## src/rtl/synth_pkg.sv

```systemverilog
// Shared definitions for the voice synthesis slice: sine unit geometry,
// scheduler FSM encoding and index-width helper.
package synth_pkg;

  localparam int unsigned PHASE_W  = 16;
  localparam int unsigned SINE_W   = 16;
  localparam int unsigned SINE_LAT = 3;

  typedef enum logic [1:0] {
    IDLE  = 2'd0,
    ISSUE = 2'd1,
    DRAIN = 2'd2
  } state_t;

  // Width of a voice index; never narrower than one bit.
  function automatic int unsigned vidx_w(input int unsigned n);
    return (n <= 2) ? 1 : $clog2(n);
  endfunction

endpackage

```

## src/rtl/delay_pipe.sv

```systemverilog
// Parameterised shift register used to align side-band flags with a
// fixed-latency datapath.
module delay_pipe #(
  parameter int unsigned WIDTH = 1,
  parameter int unsigned DEPTH = 1
) (
  input  logic             clk,
  input  logic             rst,
  input  logic [WIDTH-1:0] din,
  output logic [WIDTH-1:0] dout
);

  logic [WIDTH-1:0] stage [DEPTH];

  always_ff @(posedge clk or posedge rst) begin
    if (rst) begin
      for (int unsigned i = 0; i < DEPTH; i++) stage[i] <= '0;
    end else begin
      stage[0] <= din;
      for (int unsigned i = 1; i < DEPTH; i++) stage[i] <= stage[i-1];
    end
  end

  assign dout = stage[DEPTH-1];

endmodule

```

## src/rtl/voice_sine_scheduler.sv

```systemverilog
// Time-multiplexes one shared sine pipeline over NUM_VOICES phase
// accumulators and mixes the enabled voices into one sample per tick.
module voice_sine_scheduler
  import synth_pkg::*;
#(
  parameter int unsigned NUM_VOICES = 8,
  parameter int unsigned PHASE_W    = synth_pkg::PHASE_W,
  parameter int unsigned SINE_LAT   = synth_pkg::SINE_LAT,
  parameter int unsigned MIX_W      = 19,
  localparam int unsigned VW        = vidx_w(NUM_VOICES)
) (
  input  logic                  clk,
  input  logic                  rst,
  input  logic                  sample_tick,
  input  logic                  freq_we,
  input  logic [VW-1:0]         freq_addr,
  input  logic [PHASE_W-1:0]    freq_data,
  input  logic [NUM_VOICES-1:0] voice_en,
  output logic [PHASE_W-1:0]    phase_out,
  input  logic [SINE_W-1:0]     sine_in,
  output logic [MIX_W-1:0]      sample_out,
  output logic                  sample_valid,
  output logic                  busy,
  output logic                  overrun
);

  localparam logic [VW-1:0] LAST_V = VW'(NUM_VOICES - 1);

  logic [PHASE_W-1:0] acc [NUM_VOICES];
  logic [PHASE_W-1:0] inc [NUM_VOICES];

  state_t        state, state_nx;
  logic [VW-1:0] v;
  logic [VW-1:0] v_nx;
  logic          start;
  logic          issue;

  logic [2:0]    pipe_in;
  logic [2:0]    pipe_out;
  logic          d_valid, d_en, d_last;

  logic [MIX_W-1:0] mix;
  logic [MIX_W-1:0] sine_ext;
  logic [MIX_W-1:0] mix_sum;

  always_ff @(posedge clk or posedge rst) begin
    if (rst) state <= IDLE;
    else     state <= state_nx;
  end

  always_comb begin
    state_nx = state;
    start    = 1'b0;
    issue    = 1'b0;
    case (state)
      IDLE: begin
        if (sample_tick) begin
          start    = 1'b1;
          state_nx = ISSUE;
        end
      end
      ISSUE: begin
        issue = 1'b1;
        if (v == LAST_V) state_nx = DRAIN;
      end
      DRAIN: begin
        if (d_last) state_nx = IDLE;
      end
      default: state_nx = IDLE;
    endcase
  end

  assign busy = (state != IDLE);
  assign v_nx = v + 1'b1;

  // Flags ride alongside the sine latency: {valid, enable-at-issue, last voice}.
  assign pipe_in = {issue, issue & voice_en[v], issue & (v == LAST_V)};

  delay_pipe #(
    .WIDTH (3),
    .DEPTH (SINE_LAT)
  ) u_align (
    .clk  (clk),
    .rst  (rst),
    .din  (pipe_in),
    .dout (pipe_out)
  );

  assign d_valid  = pipe_out[2];
  assign d_en     = pipe_out[1];
  assign d_last   = pipe_out[0];
  assign sine_ext = {{(MIX_W - SINE_W){sine_in[SINE_W-1]}}, sine_in};
  assign mix_sum  = d_en ? (mix + sine_ext) : mix;

  // phase_out is loaded one edge ahead of the issue cycle so voice v is
  // visible during cycle v; acc[v] advances at the edge ending cycle v.
  always_ff @(posedge clk or posedge rst) begin
    if (rst) begin
      for (int unsigned i = 0; i < NUM_VOICES; i++) begin
        acc[i] <= '0;
        inc[i] <= '0;
      end
      v            <= '0;
      phase_out    <= '0;
      mix          <= '0;
      sample_out   <= '0;
      sample_valid <= 1'b0;
      overrun      <= 1'b0;
    end else begin
      sample_valid <= 1'b0;

      if (freq_we) inc[freq_addr] <= freq_data;

      if (sample_tick && (state != IDLE)) overrun <= 1'b1;

      if (start) begin
        v         <= '0;
        phase_out <= acc[0];
        mix       <= '0;
      end

      if (issue) begin
        v <= v_nx;
        if (voice_en[v]) acc[v] <= acc[v] + inc[v];
        if (v != LAST_V) phase_out <= acc[v_nx];
      end

      if (d_valid) begin
        mix <= mix_sum;
        if (d_last) begin
          sample_out   <= mix_sum;
          sample_valid <= 1'b1;
        end
      end
    end
  end

endmodule

```

## config.mk

```make
export PLATFORM = sky130hd
export DESIGN_NAME = voice_sine_scheduler
export DESIGN_NICKNAME = d
export VERILOG_FILES = /design/src/rtl/synth_pkg.sv /design/src/rtl/delay_pipe.sv /design/src/rtl/voice_sine_scheduler.sv
export SDC_FILE = /design/constraint.sdc
export NUM_CORES = 1
export LEC_CHECK = 0
export CORE_ASPECT_RATIO = 1.25
export CORE_MARGIN = 2
export CORE_UTILIZATION = 55
export DETAILED_ROUTE_END_ITERATION = 12
export PLACE_DENSITY_LB_ADDON = 0.2
export SYNTH_ARGS = -nofsm -noshare
export SYNTH_HDL_FRONTEND = slang
export SYNTH_SLANG_ARGS = --single-unit
```

## constraint.sdc

```tcl
create_clock -name clk -period 12.9 [get_ports clk]
set_input_delay 2.58 -clock clk [delete_from_list [all_inputs] [get_ports clk]]
set_output_delay 2.58 -clock clk [all_outputs]
set_load 0.01 [all_outputs]
```

# ---- Yosys cells after proc, flatten, opt, wreduce, memory -nomap -nowiden
# Index checks and enable logic that the tools add are counted.
dict set report totals {
  elab_cells 91
  inputBits 47
  reg_bits 326
  out_inout_bits 38
}
dict set report classes {
  addsub 3
  n_lt_le_gt_ge 6
  n_reduce_logical 10
  n_eq_ne 7
  mux 34
  bitwise 5
}
# cell count
set ops {}
lappend ops {{128-bit bitwise mux} 2}
lappend ops {{16-bit 2-to-1 mux} 11}
lappend ops {{16-bit binary-select mux with 3-bit select} 3}
lappend ops {{16-bit demux with 3-bit select} 2}
lappend ops {{19-bit 2-to-1 mux} 3}
lappend ops {{19-bit adder} 1}
lappend ops {{16-bit adder} 1}
lappend ops {{4-bit greater-or-equal comparator, second input constant} 3}
lappend ops {{3-bit inverter with 4-bit output} 3}
lappend ops {{4-bit by 1-bit less-than comparator with 1-bit output, second input constant} 2}
lappend ops {{1-bit 2-to-1 mux} 6}
lappend ops {{2-bit 2-to-1 mux} 3}
lappend ops {{3-bit 2-to-1 mux} 2}
lappend ops {{2-bit one-hot mux with 3 select lines} 1}
lappend ops {{2-bit nonzero test} 3}
lappend ops {{3-bit by 4-bit less-than comparator with 1-bit output, second input constant} 1}
lappend ops {{2-bit != test, second input constant} 2}
lappend ops {{2-bit AND reduction} 2}
lappend ops {{3-bit by 1-bit adder with 3-bit output, second input constant} 1}
lappend ops {{1-bit binary-select mux with 3-bit select} 1}
lappend ops {{3-bit equality test, second input constant} 1}
lappend ops {{1-bit logical AND} 3}
lappend ops {{3-bit != test, second input constant} 1}
lappend ops {{3-bit AND reduction} 1}
lappend ops {{other kinds (5)} 6}

# ---- Depth between registers and ports, before layout
# Gate-level depths: netlist of the first run.
dict set report logic_depth {
  word_depth 7
  depth_mapped 18
  mapped_depth_nobuf 15
}

# ---- Cells and area by module
# Synthesis of the first run repeated with hierarchy kept, for this count alone.
dict set report unflattened {
  cells_unflattened 1557
  area_unflattened_um2 16774.8
}
# mod cells_per_inst instances area_per_inst_um2 seq_area_each_um2
set by_module_without_submodules {}
lappend by_module_without_submodules {voice_sine_scheduler 1544 1 16523.3 7932.6}
lappend by_module_without_submodules {delay_pipe 13 1 251.5 225.2}

# ---- Worst setup path before layout of the first run
# No wires, ideal clock.
dict set report synth_path {
  path_type {input-to-reg}
  startpoint {in sine_in[0]}
  endpoint {reg sample_out[18]}
  required_time_ns 12.818
  t_arrival_ns 4.750
  path_buffers 0
  cell_stages 9
  path_slack_ns 8.068
  cell_sequence {ha_1 fa_1 a21o_1 a221oi_2 a21oi_1 o31ai_4 xnor2_1 or3_1 a31oi_1}
}
dict set report synth_between {
  elab_chain_len 2
}
# item line
set synth_lines {}
lappend synth_lines {{from (decl)} voice_sine_scheduler.sv:20} ;# input logic [SINE_W-1:0] sine_in,
lappend synth_lines {{19-bit adder} voice_sine_scheduler.sv:93} ;# assign mix_sum = d_en ? (mix + sine_ext) : mix;
lappend synth_lines {{19-bit 2-to-1 mux} voice_sine_scheduler.sv:93}
lappend synth_lines {{to (signal assigned)} voice_sine_scheduler.sv:131} ;# sample_out <= mix_sum;
lappend synth_lines {{to (decl)} voice_sine_scheduler.sv:21} ;# output logic [MIX_W-1:0] sample_out,
# Every way passes these cells.
# A chain may end at the register's enable or synchronous reset.

# ---- Worst setup path after layout of the first run
dict set report layout_path {
  startpoint {reg v[1]}
  endpoint {reg acc[26] (netlist bit)}
}
dict set report layout_between {
  elab_chain_len 6
  elab_cells_between_ends 17
  classes_between {add/sub (1); order compare (2); mux (11); bitwise (1); reduce/logical (2)}
}
# item line
set layout_lines {}
lappend layout_lines {{from (decl)} voice_sine_scheduler.sv:33} ;# logic [VW-1:0] v;
lappend layout_lines {{from (signal assigned)} voice_sine_scheduler.sv:123} ;# v <= v_nx;
lappend layout_lines {{3-bit inverter with 4-bit output (implied by the code)} voice_sine_scheduler.sv:124} ;# if (voice_en[v]) acc[v] <= acc[v] + inc[v];
lappend layout_lines {{16-bit binary-select mux with 3-bit select (tied with other cells)} voice_sine_scheduler.sv:124}
lappend layout_lines {{16-bit 2-to-1 mux (implied by the code) / 1-bit logical AND (equally long branches)} voice_sine_scheduler.sv:124}
lappend layout_lines {{16-bit 2-to-1 mux (implied by the code)} voice_sine_scheduler.sv:124}
lappend layout_lines {{16-bit adder / 16-bit demux with 3-bit select (equally long branches)} voice_sine_scheduler.sv:124}
lappend layout_lines {{128-bit bitwise mux} voice_sine_scheduler.sv:124}
lappend layout_lines {{to (signal, indexed assignment)} voice_sine_scheduler.sv:124}
lappend layout_lines {{to (decl)} voice_sine_scheduler.sv:29} ;# logic [PHASE_W-1:0] acc [NUM_VOICES];
# Parallel ways exist; a longest one is shown, timed or not. The select of a mux whose other input is x is not followed.

==> impl_results.md, run 1 <==
* Status: finished, final reports clean
* Avg Vias per Cell at 6.26
* Worst hold start: u_align.stage[8]
* Worst setup margin at 7.53 ns
* Horiz. Die Dim at 159 um
* Row count at 70
* Commonest non-fill, non-tap cell in the layout: dfrtp_1
* WP data arrival at 5.73 ns
* Antenna violations before repair at 0
* Sink Count at 326
* Design area at 19,000 um2
* Pwr dens at 298 nW/um2
* Async S/R FF share, synth at 1.00
* Layout cells sized above 1 at 0.203
* Mapped Avg Cell Area at 11.2 um2
* Vias at 12,200
* #FFs+latches synth at 326
* Sw frac at 0.421
* Starting Density at 0.561
* Nets at 1,614
* Full die area at 31,300 um2
* Clk Tree Root Cell: clkbuf_16
* I/O Pins at 85
* Pin count of the biggest net entering global routing at 121
* Required time worst endpoint at 13.25 ns
* Fmax at 0.186 GHz
* Syn nets at 1,555
* Hold Crit Class: reg -> reg
* Clock Power Share at 0.199
* DP HPWL at 27.1 mm
* Leak at 8.31 nW
* First-pass GRT wire length at 69.1 mm
* Antenna Nets Post-Route at 0
* Worst-Margin Slew at 1.16 ns
* Remaining DRCs at 0
* Sequential power share at 0.296
* Most used DFF post-synth: dfrtp_1
* Area delta synth->final at 15.4%
* # Max-Cap Violations at 0
* Die H at 197 um
* CTS resizes at 0
* Number of enable flip-flop cells after synthesis at 0
* GRT overflow at 0
* Reg-to-reg critical path startpoint: v[1]
* Crit Path Class: reg -> reg
* Seq. cell area at 8160 um2
* Core area at 29,300 um2
* Pre-antenna DRT Iters at 5
* Htree depth at 2
* Worst-path maximum fanout at 21
* Fin. Hold Viols at 0
* Initial drt markers at 982
* Worst setup EP type: flip-flop
* Ant. Diodes at 0
* Min Tclk post-route at 5.37 ns
* Worst-case vdd ir drop at 151 uV
* Clock Skew at 0.0219 ns
* Sequential cell area fraction in the yosys report at 0.495
* IO Port Bufs at 84
* RSZ-0062 raised after global routing: no
* Setup Fix Bufs, Post-CTS at 0
* Gate Count Post-Synth at 1,471
* Setup-failing EPs final at 0
* P_int at 3.28 mW
* Final Max Tran Viols at 0
* Gr usage total at 0.279
* CTS buffer count at 35
* Final wirelength at 43.3 mm
* Wirelength per Cell at 22.2 um
* Sum of negative setup slack at 0 ns
* Critical Path Source Type: flip-flop
* Max-slew headroom at 0.225
* Final period utilization at 0.417
* Most frequent cells in the layout: dfrtp_1, nand2_1, mux2_2, a22oi_1, clkdlybuf4s50_1
* Longest Clk Path Bufs at 3
* Netlist cell types at 66
* Post-Syn Area at 16,500 um2
* Clk_lat worst skew at 0.52 ns
* CP startpoint: v[1]
* Combinational power share at 0.505
* Switching power at 2.38 mW
* CTS tree: built
* Area of the multi-input gates at 7900 um2
* Ys Warns at 0
* Post-Place Setup Slack at 7.25 ns
* DP Area at 17,700 um2
* GPL Wtd Cong at 0.941
* # hold bufs at CTS at 0
* Fillers at 2,281
* Vias in the first global route at 12,600
* CTS clk-pin slew, worst paths at 0.06 ns
## critical path, cell delays in order, from the launching register on
cell and delay (ns):
dfrtp_1 0.67, nor2b_1 0.49, and2_1 0.68, buf_4 0.41, a22o_1 0.19, a221oi_1 0.05, nand3_1 0.16, ha_1 0.22
inv_1 0.07, fa_1 0.40, nor2b_1 0.13, o21a_1 0.15, o21ai_0 0.16, a211oi_1 0.52, nor2_1 0.10, xnor2_1 0.60
o21ai_0 0.21
## metrics by stage
stage / cells / hold WS, ns / util / total power, mW
finish: 1950 / 0.348 / 0.648 / 5.66
global route: 1950 / 0.366 / 0.648 / 6.00
CTS: 1950 / 0.348 / 0.648 / 5.64
detailed placement: 1889 / 0.338 / 0.603 / 4.50
global placement: 1889 / 0.336 / 0.603 / 4.41
floorplan: 1471 / 0.331 / - / 3.65
## final timing paths
path | endpoint | slack [ns] | cells past startpoint
worst max register to register | acc[26] | 7.53 | 16
worst max-delay path | acc[26] | 7.53 | 16
worst min-delay path | u_align.stage[5] | 0.35 | 0
worst min register to register | u_align.stage[5] | 0.35 | 0
min in group asynchronous | v[1] | 2.61 | 2
max in group asynchronous | inc[66] | 7.92 | 4
## final cells by class
cell class | count | area share
multi-input combinational | 1033 | 0.416
tap | 396 | 0.0261
sequential | 326 | 0.429
clock inverter | 9 | 0.0116
inverter | 18 | 0.00395
timing repair buffer | 116 | 0.0569
clock buffer | 52 | 0.0564
## power by group through the flow
stage               clock network (mW)  registers, mW  logic, mW
floorplan                            0           1.62       2.03
global placement                     0           1.67       2.74
detailed placement                   0           1.69       2.81
CTS                               1.14           1.67       2.83
global route                      1.18           1.72       3.10
finish                            1.13           1.68       2.86
## layer usage
layer,vias up,track usage,wire length [um],part of all wire
met3,130,0.0399,2540,0.059
met5,-,0,0,0
met4,0,0.114,1570,0.036
met1,6104,0.342,17200,0.40
li1,5532,-,-,-
met2,443,0.498,22000,0.51
## synthesized netlist by cell type, types with 5 or more instances
cell,number,share of area
o21ai_0,80,0.024
xnor2_1,19,0.010
a211oi_1,24,0.011
nand4_1,23,0.0087
nand2_1,231,0.053
o211ai_1,7,0.0032
and2_1,5,0.0019
mux4_2,34,0.047
a22o_1,9,0.0048
ha_1,35,0.027
clkbuf_1,72,0.016
inv_1,17,0.0039
a221oi_1,15,0.0080
nor3_1,11,0.0033
nand2b_1,8,0.0030
a21oi_1,41,0.012
o21a_1,7,0.0032
nor2_1,40,0.0091
buf_1,8,0.0018
dfrtp_1,326,0.50
a21o_1,13,0.0059
mux2i_1,28,0.017
nand3_1,19,0.0058
and3_1,8,0.0030
buf_2,10,0.0030
xor2_1,7,0.0037
mux2_4,5,0.0046
mux2_2,168,0.11
a31oi_1,18,0.0068
nor2b_1,24,0.0091
a22oi_1,96,0.044
## logic make-up (layout without fill, tap and decap cells)
logic type,count (synthesis),in the layout,share of synthesized area
adders and majority gates,37,37,0.0290
AOI/OAI and AO/OA,341,341,0.142
DFF,326,326,0.495
and+or+nand+nor,392,392,0.108
muxes,237,237,0.184
xor gates and xnor gates,26,26,0.0138
buffers and inverters,112,195,0.0277
## sequential cells by signal, indices dropped and copies added (netlist names)
name / cells
inc: 128
u_align.stage: 6
u_align.dout: 3
sample_valid: 1
mix: 19
state: 2
phase_out: 16
acc: 128
v: 3
sample_out: 19
overrun: 1
Note: power is estimated with default switching activity, not from simulation.
==> run 2, diff against run 1 <==
==> constraint.sdc (replaced) <==
create_clock -name clk -period 5.55 [get_ports clk]
set_input_delay 1.11 -clock clk [delete_from_list [all_inputs] [get_ports clk]]
set_output_delay 1.11 -clock clk [all_outputs]
set_load 0.01 [all_outputs]
==> run 2 against run 1 <==
Effect of this change: first-iteration DRC count down 2.3%; sequential share of layout area increased by 0.25 points; flip-flop and latch count stayed put; final area decreased by 0.59%; critical path depth shrank 3; clock-buffer cell count decreased by 3; routed wire length fell by 0.31%; via count grew 1.1%; critical path type unchanged; critical endpoint is now acc[47]; highest routed layer unchanged.
==> impl_results.md, run 2 (synthesis results as in run 1) <==
* Status: finished, final reports clean
* Final period utilization at 0.830 (+0.414)
* Layout cells sized above 1 at 0.206 (+0.00229)
* Worst-Margin Slew at 1.26 ns (+0.0964 ns)
* Antenna violations before repair at 0 (unchanged)
* Clock Skew at 0.0198 ns (-0.00214 ns)
* Gr usage total at 0.278 (-0.000999)
* Fin. Hold Viols at 0 (unchanged)
* Final Max Tran Viols at 0 (unchanged)
* # hold bufs at CTS at 0 (unchanged)
* RSZ-0062 raised after global routing: no
* Nets at 1,620 (+0.37%)
* WP data arrival at 5.01 ns (-0.72 ns)
* Most frequent cells in the layout: dfrtp_1, nand2_1, mux2_2, a22oi_1, clkdlybuf4s50_1
* Hold Crit Class: reg -> reg
* Crit Path Class: reg -> reg
* CTS resizes at 0 (unchanged)
* Area delta synth->final at 14.7%
* CTS buffer count at 35 (unchanged)
* Clk Tree Root Cell: clkbuf_16
* Setup-failing EPs final at 0 (unchanged)
* CP startpoint: v[2]
* Sum of negative setup slack at 0 ns (unchanged)
* Required time worst endpoint at 5.95 ns (-7.30 ns)
* Reg-to-reg critical path startpoint: v[2]
* Worst hold start: u_align.stage[3]
* Row count at 70 (unchanged)
* Worst-case vdd ir drop at 376 uV (+150%)
* Critical Path Source Type: flip-flop
* Full die area at 31,300 um2 (unchanged)
* Vias at 12,300 (+1.1%)
* Final wirelength at 43.2 mm (-0.31%)
* Commonest non-fill, non-tap cell in the layout: dfrtp_1
* Fmax at 0.217 GHz (+17%)
* Clock Power Share at 0.179 (-0.020)
* Wirelength per Cell at 22.1 um (-0.67%)
* P_int at 7.32 mW (+120%)
* Htree depth at 2 (unchanged)
* CTS clk-pin slew, worst paths at 0.06 ns (about the same)
* Pin count of the biggest net entering global routing at 130 (+7.4%)
* Die H at 197 um (unchanged)
* # Max-Cap Violations at 0 (unchanged)
* FF-to-FF setup slack at 0.94 ns (-6.58 ns)
* Antenna Nets Post-Route at 0 (unchanged)
* Longest Clk Path Bufs at 3 (unchanged)
* Sequential power share at 0.304 (+0.008)
* Clk_lat worst skew at 0.53 ns (about the same)
* Crit path to: acc[47]
* IO Port Bufs at 84 (unchanged)
* Sink Count at 326 (unchanged)
* Vias in the first global route at 12,300 (-2.0%)
* R2R Path End: acc[47]
* Core area at 29,300 um2 (unchanged)
* Setup Fix Bufs, Post-CTS at 0 (unchanged)
* Combinational power share at 0.516 (+0.011)
* First-pass GRT wire length at 69.1 mm (about the same)
* Pwr dens at 682 nW/um2 (+130%)
* Initial drt markers at 959 (-2.3%)
* Leak at 8.26 nW (-0.58%)
* Worst-case reg-to-reg path depth at 13 (-3)
* DP HPWL at 27.9 mm (+3.0%)
* Sw frac at 0.431 (+0.0103)
* Fin cells at 1,957 (+0.36%)
* GRT overflow at 0 (unchanged)
* Cells after DPL at 1,895 (+0.32%)
* Worst-path maximum fanout at 18 (-14%)
* Remaining DRCs at 0 (unchanged)
* GPL Wtd Cong at 0.896 (-4.8%)
* I/O Pins at 85 (unchanged)
* Worst setup EP type: flip-flop
* Avg Vias per Cell at 6.31 (+0.74%)
* Ant. Diodes at 0 (unchanged)
* CTS tree: built
* Largest regs: acc: 128 flops, inc: 128 flops
* Pre-antenna DRT Iters at 5 (unchanged)
* Starting Density at 0.561 (unchanged)
* Min Tclk post-route at 4.61 ns (-0.766 ns)
* Horiz. Die Dim at 159 um (unchanged)
* Max-slew headroom at 0.158 (-0.0669)
* Switching power at 5.55 mW (+130%)
==> run 2: cell count changes in the layout (fill, tap and decap cells not counted) <==
cell and delta:
inv_8 -1, buf_4 +4, bufinv_16 -5, clkinv_2 +4, buf_12 +2, nor3_4 -1, clkinvlp_4 +2, clkbuf_16 -2
nor3_2 +1, clkinv_4 +1, clkbuf_8 -3, inv_6 +3, clkbuf_1 +2
==> run 2: final cells by class <==
cell class              count  area, um2
fillers                  2273      10500
well taps                 396        495
clock buffers              49        988
flip-flops and latches    326       8160
repair buffers            122       1150
clock inverters            13        133
inverters                  18       71.3
multi-input cells        1033       7890
==> run 2: power groups by stage <==
stage / Sequential [mW] / Clock (mW) / Combinational (mW)
4_1_cts: 3.91 / 2.33 / 6.57
6_report: 3.92 / 2.31 / 6.65
5_1_grt: 4.03 / 2.42 / 7.23
3_3_place_gp: 3.91 / 0 / 6.38
3_5_place_dp: 3.94 / 0 / 6.54
2_1_floorplan: 3.76 / 0 / 4.72
==> run 2: worst max-delay path, cell delays in order, from the launching register on <==
cell and delay, ns:
dfrtp_1 0.68, nor2b_1 0.23, nor2b_2 0.79, buf_4 0.36, a22oi_1 0.11, nand4_1 0.15, ha_1 0.29, a21o_1 0.18
a21o_1 0.21, a21o_1 0.20, a21oi_1 0.33, a21oi_1 0.17, o311a_2 0.49, mux2_2 0.28
==> run 2: how the worst min path moves through the flow <==
stage	to	slack, ns	cells after the start
floorplan	u_align.dout[0]	0.33	0
global placement	u_align.dout[1]	0.33	0
detailed placement	u_align.dout[2]	0.33	0
CTS	u_align.dout[0]	0.35	0
global route	u_align.dout[0]	0.35	0
finish	u_align.dout[0]	0.35	0
==> run 2: metal layers <==
| metal | wire, um | part of all wire | track usage | up-vias |
|---|---|---|---|---|
| met4 | 1590 | 0.037 | 0.110 | 0 |
| met3 | 2390 | 0.055 | 0.0340 | 125 |
| li1 | - | - | - | 5540 |
| met2 | 21300 | 0.49 | 0.489 | 463 |
| met1 | 17800 | 0.41 | 0.352 | 6215 |
| met5 | 0 | 0 | 0 | - |
==> run 2: through the flow <==
step           utilization  worst slack [ns]  hold WS [ns]  power [mW]  cell area [um2]
2_1_floorplan            -            0.0893         0.331        8.48            16500
3_3_place_gp         0.606              1.12         0.335        10.3            17800
3_5_place_dp         0.606              1.02         0.335        10.5            17800
4_1_cts              0.644             0.996         0.350        12.8            18900
5_1_grt              0.644             0.619         0.354        13.7            18900
6_report             0.644             0.941         0.348        12.9            18900
